==> src/rtl/alu_arb_pkg.sv <==
// Shared types and constants for the ALU arbiter: FSM states, ALU op codes
// and a small round-robin pointer helper.
package alu_arb_pkg;

  typedef enum logic [1:0] {
    IDLE  = 2'd0,
    EXEC  = 2'd1,
    EXEC2 = 2'd2,
    RESP  = 2'd3
  } state_t;

  localparam int CTRL_W = 4;

  localparam logic [CTRL_W-1:0] OP_ADD  = 4'b0000;
  localparam logic [CTRL_W-1:0] OP_SUB  = 4'b0001;
  localparam logic [CTRL_W-1:0] OP_AND  = 4'b0010;
  localparam logic [CTRL_W-1:0] OP_OR   = 4'b0011;
  localparam logic [CTRL_W-1:0] OP_XOR  = 4'b0100;
  localparam logic [CTRL_W-1:0] OP_SLL  = 4'b0101;
  localparam logic [CTRL_W-1:0] OP_SRL  = 4'b0110;
  localparam logic [CTRL_W-1:0] OP_SRA  = 4'b0111;
  localparam logic [CTRL_W-1:0] OP_SLT  = 4'b1000;
  localparam logic [CTRL_W-1:0] OP_SLTU = 4'b1001;
  localparam logic [CTRL_W-1:0] OP_MUL  = 4'b1010;

  // Index following idx, wrapping from n-1 back to 0.
  function automatic int wrap_inc(input int idx, input int n);
    return (idx >= n - 1) ? 0 : idx + 1;
  endfunction

endpackage

==> src/rtl/alu_arbiter_rr_pick.sv <==
// Round-robin pick: first asserted request at or after the pointer, wrapping,
// returned both as a one-hot grant and as an index.
module rr_pick #(
  parameter int NUM_REQ = 2,
  parameter int PTR_W   = 1
) (
  input  logic [NUM_REQ-1:0] i_req,
  input  logic [PTR_W-1:0]   i_ptr,
  output logic [NUM_REQ-1:0] o_grant,
  output logic [PTR_W-1:0]   o_idx,
  output logic               o_any
);

  always_comb begin
    o_grant = '0;
    o_idx   = '0;
    o_any   = 1'b0;
    for (int i = 0; i < NUM_REQ; i++) begin
      if (!o_any && i_req[(int'(i_ptr) + i) % NUM_REQ]) begin
        o_any = 1'b1;
        o_idx = PTR_W'((int'(i_ptr) + i) % NUM_REQ);
        o_grant[(int'(i_ptr) + i) % NUM_REQ] = 1'b1;
      end
    end
  end

endmodule

==> src/rtl/alu_arbiter.sv <==
// Shares one external combinational ALU between NUM_REQ requesters (round robin).
// Define ALU_ARB_MUL_STALL_EN to give MUL an extra execute cycle (EXEC2).
module alu_arbiter
  import alu_arb_pkg::*;
#(
  parameter int DATA_WIDTH = 32,
  parameter int NUM_REQ    = 2
) (
  input  logic                                clk,
  input  logic                                rst,
  input  logic [NUM_REQ-1:0]                  req_valid,
  output logic [NUM_REQ-1:0]                  req_ready,
  input  logic [NUM_REQ-1:0][CTRL_W-1:0]      req_ctrl,
  input  logic [NUM_REQ-1:0][DATA_WIDTH-1:0]  req_op1,
  input  logic [NUM_REQ-1:0][DATA_WIDTH-1:0]  req_op2,
  output logic [NUM_REQ-1:0]                  rsp_valid,
  input  logic [NUM_REQ-1:0]                  rsp_ready,
  output logic [DATA_WIDTH-1:0]               rsp_data,
  output logic                                rsp_eq,
  output logic [CTRL_W-1:0]                   alu_ctrl,
  output logic [DATA_WIDTH-1:0]               alu_op1,
  output logic [DATA_WIDTH-1:0]               alu_op2,
  input  logic [DATA_WIDTH-1:0]               alu_out,
  input  logic                                alu_eq,
  output logic [1:0]                          o_dbg_state
);

  localparam int PTR_W = $clog2(NUM_REQ);

  // Handshakes: a transfer happens on a rising edge where valid & ready are both 1.
  // req_ready is the one-hot round-robin grant, only offered in IDLE.
  // rsp_valid is held for the owner until its rsp_ready; other rsp_ready bits are ignored.

  state_t                  r_state;
  state_t                  w_next;
  logic [PTR_W-1:0]        r_ptr;
  logic [PTR_W-1:0]        r_owner;
  logic [CTRL_W-1:0]       r_ctrl;
  logic [DATA_WIDTH-1:0]   r_op1;
  logic [DATA_WIDTH-1:0]   r_op2;
  logic [DATA_WIDTH-1:0]   r_rsp_data;
  logic                    r_rsp_eq;

  logic [NUM_REQ-1:0]      w_grant;
  logic [PTR_W-1:0]        w_win_idx;
  logic                    w_any;
  logic                    w_accept;
  logic                    w_stall;
  logic                    w_capture;

  rr_pick #(
    .NUM_REQ (NUM_REQ),
    .PTR_W   (PTR_W)
  ) u_rr_pick (
    .i_req   (req_valid),
    .i_ptr   (r_ptr),
    .o_grant (w_grant),
    .o_idx   (w_win_idx),
    .o_any   (w_any)
  );

`ifdef ALU_ARB_MUL_STALL_EN
  assign w_stall = (r_ctrl == OP_MUL);
`else
  assign w_stall = 1'b0;
`endif

  // The grant is itself the ready, so any winner in IDLE completes a handshake.
  assign w_accept  = !rst && (r_state == IDLE) && w_any;
  assign w_capture = ((r_state == EXEC) && !w_stall) || (r_state == EXEC2);

  always_comb begin
    w_next = r_state;
    case (r_state)
      IDLE:    if (w_accept) w_next = EXEC;
      EXEC:    w_next = w_stall ? EXEC2 : RESP;
      EXEC2:   w_next = RESP;
      RESP:    if (rsp_ready[r_owner]) w_next = IDLE;
      default: w_next = IDLE;
    endcase
  end

  always_comb begin
    req_ready = '0;
    rsp_valid = '0;
    alu_ctrl  = '0;
    alu_op1   = '0;
    alu_op2   = '0;
    if (!rst) begin
      if (r_state == IDLE) req_ready = w_grant;
      if (r_state == RESP) rsp_valid[r_owner] = 1'b1;
      if ((r_state == EXEC) || (r_state == EXEC2)) begin
        alu_ctrl = r_ctrl;
        alu_op1  = r_op1;
        alu_op2  = r_op2;
      end
    end
  end

  always_ff @(posedge clk) begin
    if (rst) begin
      r_state    <= IDLE;
      r_ptr      <= '0;
      r_owner    <= '0;
      r_ctrl     <= '0;
      r_op1      <= '0;
      r_op2      <= '0;
      r_rsp_data <= '0;
      r_rsp_eq   <= 1'b0;
    end else begin
      r_state <= w_next;
      if (w_accept) begin
        r_ctrl  <= req_ctrl[w_win_idx];
        r_op1   <= req_op1[w_win_idx];
        r_op2   <= req_op2[w_win_idx];
        r_owner <= w_win_idx;
        r_ptr   <= PTR_W'(wrap_inc(int'(w_win_idx), NUM_REQ));
      end
      if (w_capture) begin
        r_rsp_data <= alu_out;
        r_rsp_eq   <= alu_eq;
      end
    end
  end

  assign rsp_data    = r_rsp_data;
  assign rsp_eq      = r_rsp_eq;
  assign o_dbg_state = r_state;

endmodule

==> config.mk <==
export PLATFORM = sky130hd
export DESIGN_NAME = alu_arbiter
export DESIGN_NICKNAME = d
export VERILOG_FILES = /design/src/rtl/alu_arb_pkg.sv /design/src/rtl/alu_arbiter_rr_pick.sv /design/src/rtl/alu_arbiter.sv
export SDC_FILE = /design/constraint.sdc
export NUM_CORES = 1
export LEC_CHECK = 0
export ABC_AREA = 1
export CAP_MARGIN = 20
export CORE_MARGIN = 10
export CORE_UTILIZATION = 55
export CTS_CLUSTER_SIZE = 14
export DETAILED_ROUTE_END_ITERATION = 10
export DONT_BUFFER_PORTS = 1
export PLACE_DENSITY = 0.7
export SYNTH_ARGS = -nofsm -noshare
export SYNTH_HDL_FRONTEND = slang
export SYNTH_SLANG_ARGS = --single-unit
==> constraint.sdc <==
create_clock -name clk -period 2.05 [get_ports clk]
set_clock_uncertainty 0.1 [all_clocks]
set_input_delay 0.41 -clock clk [delete_from_list [all_inputs] [get_ports clk]]
set_output_delay 0.41 -clock clk [all_outputs]
set_load 0.01 [all_outputs]
# Yosys cells after proc, flatten, opt, wreduce, memory -nomap -nowiden
# Index checks and enable logic that the tools add are counted.
word_totals:
  register_bits: 105
  latchBits: 0
  mem_bits_rw: 0
  romBits: 0
  input_bits: 175
  output_inout_bits: 107
  wordCells: 76
  memories: 0
classes:
  add_sub_neg: 2
  multipliers: 0
  div_mod_pow: 0
  order_cmp: 8
  eq_ne: 5
  shift: 0
  n_mux: 39
  bitwise_logic: 2
  reduce_logical: 12
ops:
  columns: ["operator", "n"]
  rows:
  - ["2-to-1 mux 32 bit", 8]
  - ["2-to-1 mux 2 bit", 8]
  - ["2-to-1 mux 4 bit", 4]
  - ["2-to-1 mux 1 bit", 15]
  - ["logical AND 1 bit", 6]
  - ["less-than comparator 1 x 2 -> 1 bit (second input constant)", 3]
  - ["case mux 2 bit (3 select lines)", 1]
  - ["== test 2 bit (second input constant)", 2]
  - ["inequality test 2 bit (second input constant)", 2]
  - ["demux 1 bit (select 1 bit)", 3]
  - [">= comparator 1 bit (second input constant)", 3]
  - ["less-than comparator 2 x 3 -> 1 bit (second input constant)", 1]
  - ["adder 1 bit (second input constant)", 2]
  - ["== test 2 x 1 -> 1 bit (second input constant)", 1]
  - [">= comparator 2 x 1 -> 1 bit (second input constant)", 1]
  - ["zero test 1 bit", 2]
  - ["zero test 2 bit", 1]
  - ["bitwise OR 2 bit", 1]
  - ["AND reduction 2 bit", 1]
  - ["OR reduction 2 bit", 1]
  - ["AND 1 bit (first input constant)", 1]
  - ["logical OR 1 bit", 1]

# Logic depth before layout (Yosys ltp)
# Gate-level depths: netlist (run 1).
logic_depth:
  word_depth: 10
  mapped_depth: 10

# By module
# From an unflattened synthesis (run 1), not the netlist that was laid out.
hier_totals:
  cells_unflattened: 853
  hier_area_um2: 5131.2
by_module_without_submodules:
  columns: ["module", "instances", "cells_each", "area_each_um2", "seq_area_each_um2"]
  rows:
  - ["alu_arbiter", 1, 846, 5101.1, 2102.0]
  - ["rr_pick", 1, 7, 30.0, 0.0]

# Least setup slack after synthesis (run 1)
# Ideal clock, no wire load.
synth_timing:
  path_kind: "register to output"
  start: "register r_state[0] (netlist: o_dbg_state[0])"
  end: "output alu_ctrl[2]"
  arrival_time_ns: 1.428
  t_required_ns: 1.540
  path_slack_ns: 0.112
  stages_incl_launch_ff: 7
  n_path_buf: 2
  path_cell_list: "dfxtp_1 -> inv_1 -> ha_1 -> buf_2 -> buf_1 -> nand2_1 -> nor2_1"
synth_via:
  elab_chain_len: 4
synth_rtl:
  columns: ["item", "line_no", "text"]
  rows:
  - ["start: declaration", "alu_arbiter.sv:34", "state_t r_state;"]
  - ["start signal: assignment", "alu_arbiter.sv:111", "r_state <= w_next;"]
  - ["== test 2 x 1 -> 1 bit or == test 2 bit (tied branches)", null, null]
  - ["logical OR 1 bit *", null, null]
  - ["net w_capture", "alu_arbiter.sv:49", "logic w_capture;"]
  - ["2-to-1 mux 4 bit *", "alu_arbiter.sv:92", "if ((r_state == EXEC) || (r_state == EXEC2)) begin"]
  - ["2-to-1 mux 4 bit *", "alu_arbiter.sv:89", "if (!rst) begin"]
  - ["end: declaration", "alu_arbiter.sv:20", "output logic [CTRL_W-1:0] alu_ctrl,"]
# The timed path passes the listed nets; every way through them passes the cells marked *.

# Final worst setup path (run 1)
layout_timing:
  start: "register r_state[0] (netlist: o_dbg_state[0])"
  end: "output alu_op2[22]"
layout_via:
  elab_chain_len: 4
layout_rtl:
  columns: ["item", "line_no", "text"]
  rows:
  - ["== test 2 x 1 -> 1 bit or == test 2 bit (tied branches)", null, null]
  - ["logical OR 1 bit *", null, null]
  - ["net w_capture", "alu_arbiter.sv:49", null]
  - ["2-to-1 mux 32 bit *", "alu_arbiter.sv:92", null]
  - ["2-to-1 mux 32 bit *", "alu_arbiter.sv:89", null]
  - ["end: declaration", "alu_arbiter.sv:22", "output logic [DATA_WIDTH-1:0] alu_op2,"]
# Marks and branches as above.

==> out/metrics.cfg, run 1 <==
[setup_path]
worstPathBufferInverterCount=3
r2r_slack_ns=0.25
max_stage_delay_ns=0.36
slowest_stage=ha_4
cp.depth=6
crit_type=flip-flop to output port
crit_fanout=7
setup.worst_path.end_class=output port
critPathArrivalTime_ns=1.60
cp.required_ns=1.54
ff2ff_path_depth=9
endpoint=alu_op2[22]
worstReg2RegEnd=o_dbg_state[1]$_SDFFE_PP0P_
startpoint_type=flip-flop
r2r-start=o_dbg_state[0]$_SDFFE_PP0P_
cp_cell_sequence=inv_2, ha_4, buf_12, clkbuf_16, nand2_1, nor2_2
crit_family=adder cells
cp-startpoint=o_dbg_state[0]$_SDFFE_PP0P_

[floorplan]
coreArea_um2=9729
die-height_um=119.7
dieArea_um2=14340
pin_count=282
initial_core_util_pct=56.22
rows=36
fp.dieW_um=119.7

[sta]
finalHoldViolCount=0
slew_headroom_pct=68.93
setup_viol=21
period_needed_ns=2.112
grt_setup_unrepaired=yes
report.final.slew_viol_count=0
hold_ws_ns=0.07474
fmax_ghz=0.4735
finalWorstSetupSlack_ns=-0.06212
tightest_slew_ns=0.4654
min_period_over_period_pct=103.0

[grt]
grt_overflow_total=0
first_global_vias=5500
grt_max_degree=74
antenna_found_initial=0
grt_pass1_wl_mm=28.68
grt_use_total_pct=24.09

[status]
violations=negative setup slack
run_status=complete, but fails checks

[pwr]
sw_frac_of_total_pct=41.47
p_leak_uw=0.002953
p_comb_share_pct=42.5
p_sw_uw=2979
total_power_uw=7183
p_int_uw=4204
peakVddDrop_mv=0.8670
clkPwrFrac_pct=16.4
seq_power_share_pct=41.1
p_per_area_nw_per_um2=1140

[cts]
numCtsBuffers=9
ctsHtreeMaxLevel=3
cts.path.max_buffers=2
postCtsHoldBufs=0
cts.clk_slew.worst_paths_ns=0.11
cts.sinks=105
insertion_delay_ns=0.36
cts-root-buf=clkbuf_8
cts_tree=done

[route]
avgViaCountPerCell=5.789
detail_route.wl_per_cell_um=19.38
drt-total-wl_mm=18.80
ant_nets=0
drt-initial-drc-count=461
drt_drc_violations_left=0
dr.pass1.iters=5
vias=5615

[min_path]
hp-class=input pin to flip-flop
min_path_cells=2

[cells_and_area]
finish.utilization_pct=64.76
diodes=0
fin_nets=1009
seq_area_um2=2105
drive_above_1_share_pct=17.44
n_fill_cell=902
multi_input_area_um2=3115
final_area_um2=6301
areaGrowthSynthToFinish_pct=15.19

[synth]
synth-edff-count=0
ys_warn_count=0
netlist_area_um2=5470
synth_cell_types=20
syn_inst=863
ys_seq_area_share_pct=38.43
ys_ff_latch=105
avgSynthCellArea_um2=6.339
synthArstFlopShare_pct=0
syn_nets=1040
ys.flop_type=dfxtp_1

[flow_run]
max-cap-violations=0

[placement]
preCtsSetupSlack_ns=0.2397
portBuffers=0
place_area_um2=5514
hpwl_mm=12.62
routabilityCongestion=0.8833

worst register-to-register path, stage by stage, from the launching register on:
cell and delay (ns):
dfxtp_2 0.35, inv_2 0.04, ha_4 0.30, buf_12 0.16
buf_4 0.16, clkinv_1 0.04, buf_4 0.29, nand3_1 0.13
nand2_1 0.08, nor2_1 0.04
worst min-delay path by stage:
stage,end,slack (ns),startpoint
global route,rsp_eq$_SDFFE_PP0P_,0.05,alu_eq
global placement,r_ptr$_SDFFE_PP0P_,0.38,r_ptr$_SDFFE_PP0P_
finish,rsp_data[25]$_SDFFE_PP0P_,0.07,alu_out[25]
CTS,rsp_data[25]$_SDFFE_PP0P_,0.06,alu_out[25]
detailed placement,r_owner$_SDFFE_PP0P_,0.40,r_owner$_SDFFE_PP0P_
floorplan,r_ptr$_SDFFE_PP0P_,0.35,r_ptr$_SDFFE_PP0P_
layout make-up:
cell class	count	area share, %
clock inverter	7	0.8340
multi-input combinational	603	49.44
clock buffer	9	1.966
sequential	105	33.40
tap	133	2.641
timing repair buffer	35	7.069
inverter	78	4.647
cell usage in the layout, fill, tap and decap left out, types with 2 or more instances in the layout:
cell and n:
nor2_1 73, dfxtp_2 2, nor2_2 34, inv_1 74, nand2_2 16, dfxtp_1 103, clkbuf_8 9, buf_6 2
buf_4 21, a21oi_1 2, inv_2 3, nand4_1 68, nor2_4 31, inv_6 2, bufbuf_16 2, nand2_1 192
clkinvlp_4 4, o21ai_0 34, buf_12 8, nand3_1 141, nand2_4 6
through the flow:
step / std cells / TNS (ns)
global placement: 942 / 0
finish: 970 / -0.7845
global route: 970 / -4.299
detailed placement: 942 / 0
CTS: 969 / -1.365
floorplan: 863 / 0
power by group through the flow:
stage | sequential, µW | clock [µW] | combinational (µW)
finish | 2950 | 1180 | 3050
global route | 3000 | 1290 | 3360
CTS | 2950 | 1210 | 3000
detailed placement | 2980 | 0 | 2210
global placement | 2980 | 0 | 2160
floorplan | 2870 | 0 | 1750
registers in the layout, summed over array words and instances, names as in the netlist:
name and count:
r_ctrl 4, r_owner 1, rsp_data 32, o_dbg_state 2
rsp_eq 1, r_op2 32, r_op1 32, r_ptr 1
cell usage after synthesis, types with 6 or more instances:
cell type	number	area, µm²
buf_2	37	185.2
dfxtp_1	105	2102
nor2_1	137	514.2
nand4_1	68	425.4
clkbuf_1	26	97.59
o21ai_0	34	170.2
nand2_1	212	795.8
inv_1	77	289.0
buf_1	6	22.52
buf_4	6	45.04
nand3_1	141	705.7
per-layer routing:
layer,GRT usage [%],wire length (µm),up-vias
li1,-,-,2707
met1,26.72,6941,2549
met2,40.44,9011,311
met3,10.08,2241,48
met4,8.974,608,0
met5,0,0,-
timing repair:
item | 4_1_cts | 5_1_grt
gates resized for setup | 82 | 49
pin swaps | 4 | 11
gates cloned | 5 | 2
endpoints found under the setup margin | 68 | 71
setup buffers | 6 | 2
endpoints found under the hold margin | 0 | 0
cells by family after synthesis:
| logic type | after synthesis | synth area share (%) |
|---|---|---|
| adder cells (fa/ha/maj) | 2 | 0.4574 |
| buffers and inverters | 155 | 12.17 |
| flip-flops | 105 | 38.43 |
| AO/OA/AOI/OAI | 37 | 3.431 |
| AND/OR/NAND/NOR | 564 | 45.52 |
(Power assumes the default switching activity.)
==> run 2: changes to the inputs <==
- CORE_UTILIZATION: 55 -> 60
- PLACE_DENSITY: 0.7 -> 0.76
==> out/metrics.cfg, run 2 (same netlist as run 1, synthesis figures left out) <==
[status]
run_status=complete, but fails checks
violations=negative setup slack

[pwr]
p_leak_uw=0.003138  ; +6.3%
p_per_area_nw_per_um2=1171  ; +2.7%
peakVddDrop_mv=0.8149  ; -6.0%

[setup_path]
r2r_slack_ns=0.13  ; -0.12 ns
r2r-start=o_dbg_state[0]$_SDFFE_PP0P_
max_stage_delay_ns=0.35  ; about the same
slowest_stage=dfxtp_2
cp.required_ns=1.54  ; about the same
cp_cell_sequence=inv_2, ha_4, buf_12, buf_12, nand2_1, nor2_1, buf_4
critPathArrivalTime_ns=1.63  ; +0.03 ns
crit_type=flip-flop to output port
startpoint_type=flip-flop
ff2ff_path_depth=10  ; +1
setup.worst_path.end_class=output port
worstReg2RegEnd=o_dbg_state[1]$_SDFFE_PP0P_
crit_family=buffers and inverters
crit_fanout=7  ; unchanged
worstPathBufferInverterCount=4  ; +1
crit_top_cell=buf_12

[cts]
cts-root-buf=clkbuf_8
postCtsHoldBufs=0  ; unchanged
cts.sinks=105  ; unchanged
insertion_delay_ns=0.35  ; about the same
numCtsBuffers=9  ; unchanged
cts.path.max_buffers=2  ; unchanged
ctsHtreeMaxLevel=3  ; unchanged
cts.clk_slew.worst_paths_ns=0.11  ; about the same
cts_tree=done

[cells_and_area]
finish.utilization_pct=74.37  ; +9.6 points
n_fill_cell=707  ; -22%
layout_common_cells=177 x nand2_1, 141 x nand3_1, 103 x dfxtp_1
drive_above_1_share_pct=19.83  ; +2.4 points
diodes=0  ; unchanged
seq_area_um2=2105  ; unchanged
areaGrowthSynthToFinish_pct=19.72
fin_nets=1009  ; unchanged
final_area_um2=6549  ; +3.9%
multi_input_area_um2=3339  ; +7.2%
instances_no_fill=945  ; -2.6%
layout_commonest_cell=nand2_1

[sta]
period_needed_ns=2.139  ; +0.02680 ns
min_period_over_period_pct=104.3  ; +1.3 points
finalHoldViolCount=0  ; unchanged
slew_headroom_pct=68.87  ; about the same
setup_viol=34  ; +62%
grt_setup_unrepaired=yes
hold_ws_ns=0.08111  ; +0.006372 ns
report.final.slew_viol_count=0  ; unchanged
fmax_ghz=0.4675  ; -1.3%
finalWorstSetupSlack_ns=-0.08892  ; -0.02680 ns
tightest_slew_ns=0.4670  ; +0.001639 ns

[placement]
placed_cells=911  ; -3.3%
routabilityCongestion=0.8307  ; -6.0%
portBuffers=0  ; unchanged
place_area_um2=5415  ; -1.8%
hpwl_mm=12.35  ; -2.1%
preCtsSetupSlack_ns=0.2103  ; -0.02943 ns

[flow_run]
max-cap-violations=0  ; unchanged

[floorplan]
die-height_um=115.5  ; -3.5%
rows=34  ; -5.6%
fp.dieW_um=115.5  ; -3.5%
coreArea_um2=8806  ; -9.5%
pin_count=282  ; unchanged
initial_core_util_pct=62.12  ; +5.9 points
dieArea_um2=13340  ; -7.0%

[grt]
first_global_vias=5154  ; -6.3%
grt_max_degree=106  ; +43%
grt_overflow_total=0  ; unchanged
grt_use_total_pct=25.23  ; +1.1 points
grt_pass1_wl_mm=27.32  ; -4.7%
antenna_found_initial=0  ; unchanged

[route]
vias=5799  ; +3.3%
detail_route.wl_per_cell_um=20.76  ; +7.1%
drt-total-wl_mm=19.61  ; +4.3%
drt-initial-drc-count=757  ; +64%
ant_nets=0  ; unchanged
drt_drc_violations_left=0  ; unchanged
dr.pass1.iters=6  ; +1
avgViaCountPerCell=6.137  ; +6.0%

[min_path]
min_to=rsp_data[2]$_SDFFE_PP0P_
hp-class=input pin to flip-flop
min_from=alu_out[2]
min_path_cells=2  ; unchanged

==> run 2: cell count changes in the layout (fill, tap and decap cells not counted), moves of 2 or more <==
cell        previous run  this run
buf_16                 0         2
clkinvlp_4             4         1
nand2_1              192       177
nand2_2               16        14
nand2_4                6        22
nor2_1                73        69
nor2_2                34        25
nor2_4                31        44
nor3_4                 0         2
==> run 2: report_power, final <==
group	total, µW	leakage [µW]	switching, µW	internal, µW
Combinational	3430	0.00218	1990	1440
Clock	1240	0.0000955	763	477
Sequential	3000	0.000862	492	2500
Total	7670	0.00314	3250	4420
==> run 2: area by class of cell <==
class / count / share of cell area (%)
Multi-Input combinational cell: 603 / 50.99
Clock inverter: 7 / 1.070
Clock buffer: 9 / 1.891
Timing Repair Buffer: 35 / 7.375
Tap cell: 108 / 2.063
Sequential cell: 105 / 32.14
Inverter: 78 / 4.471
==> run 2: metal layers <==
metal	track usage (%)	vias up	routed length, µm
li1	-	2707	-
met1	28.31	2651	6768
met2	41.15	377	9697
met3	10.39	64	2397
met4	11.57	0	750
met5	0	-	0
==> run 2: how the worst max path moves through the flow <==
stage             endpoint  cells past startpoint                         from  slack, ns
6_report       alu_op2[25]                      7  o_dbg_state[0]$_SDFFE_PP0P_      -0.09
2_1_floorplan  alu_ctrl[2]                      6  o_dbg_state[0]$_SDFFE_PP0P_       0.11
3_5_place_dp    alu_op2[3]                      5  o_dbg_state[1]$_SDFFE_PP0P_       0.21
4_1_cts         alu_op2[2]                      7  o_dbg_state[0]$_SDFFE_PP0P_      -0.08
5_1_grt        alu_op2[25]                      7  o_dbg_state[0]$_SDFFE_PP0P_      -0.14
3_3_place_gp    alu_op2[3]                      5  o_dbg_state[1]$_SDFFE_PP0P_       0.21
==> run 2: per-stage QoR <==
| step | total power [µW] | TNS (ns) |
|---|---|---|
| 2_1_floorplan | 4620 | 0 |
| 3_3_place_gp | 5081 | 0 |
| 3_5_place_dp | 5139 | 0 |
| 4_1_cts | 7083 | -1.552 |
| 5_1_grt | 8120 | -3.217 |
| 6_report | 7670 | -0.9434 |
==> run 2: timing repair <==
item,in CTS,in global routing
buffers inserted,4,8
pin swaps,4,34
gates resized for setup,62,125
endpoints found under the setup margin,69,71
gates cloned,5,2
hold endpoints to repair,0,0
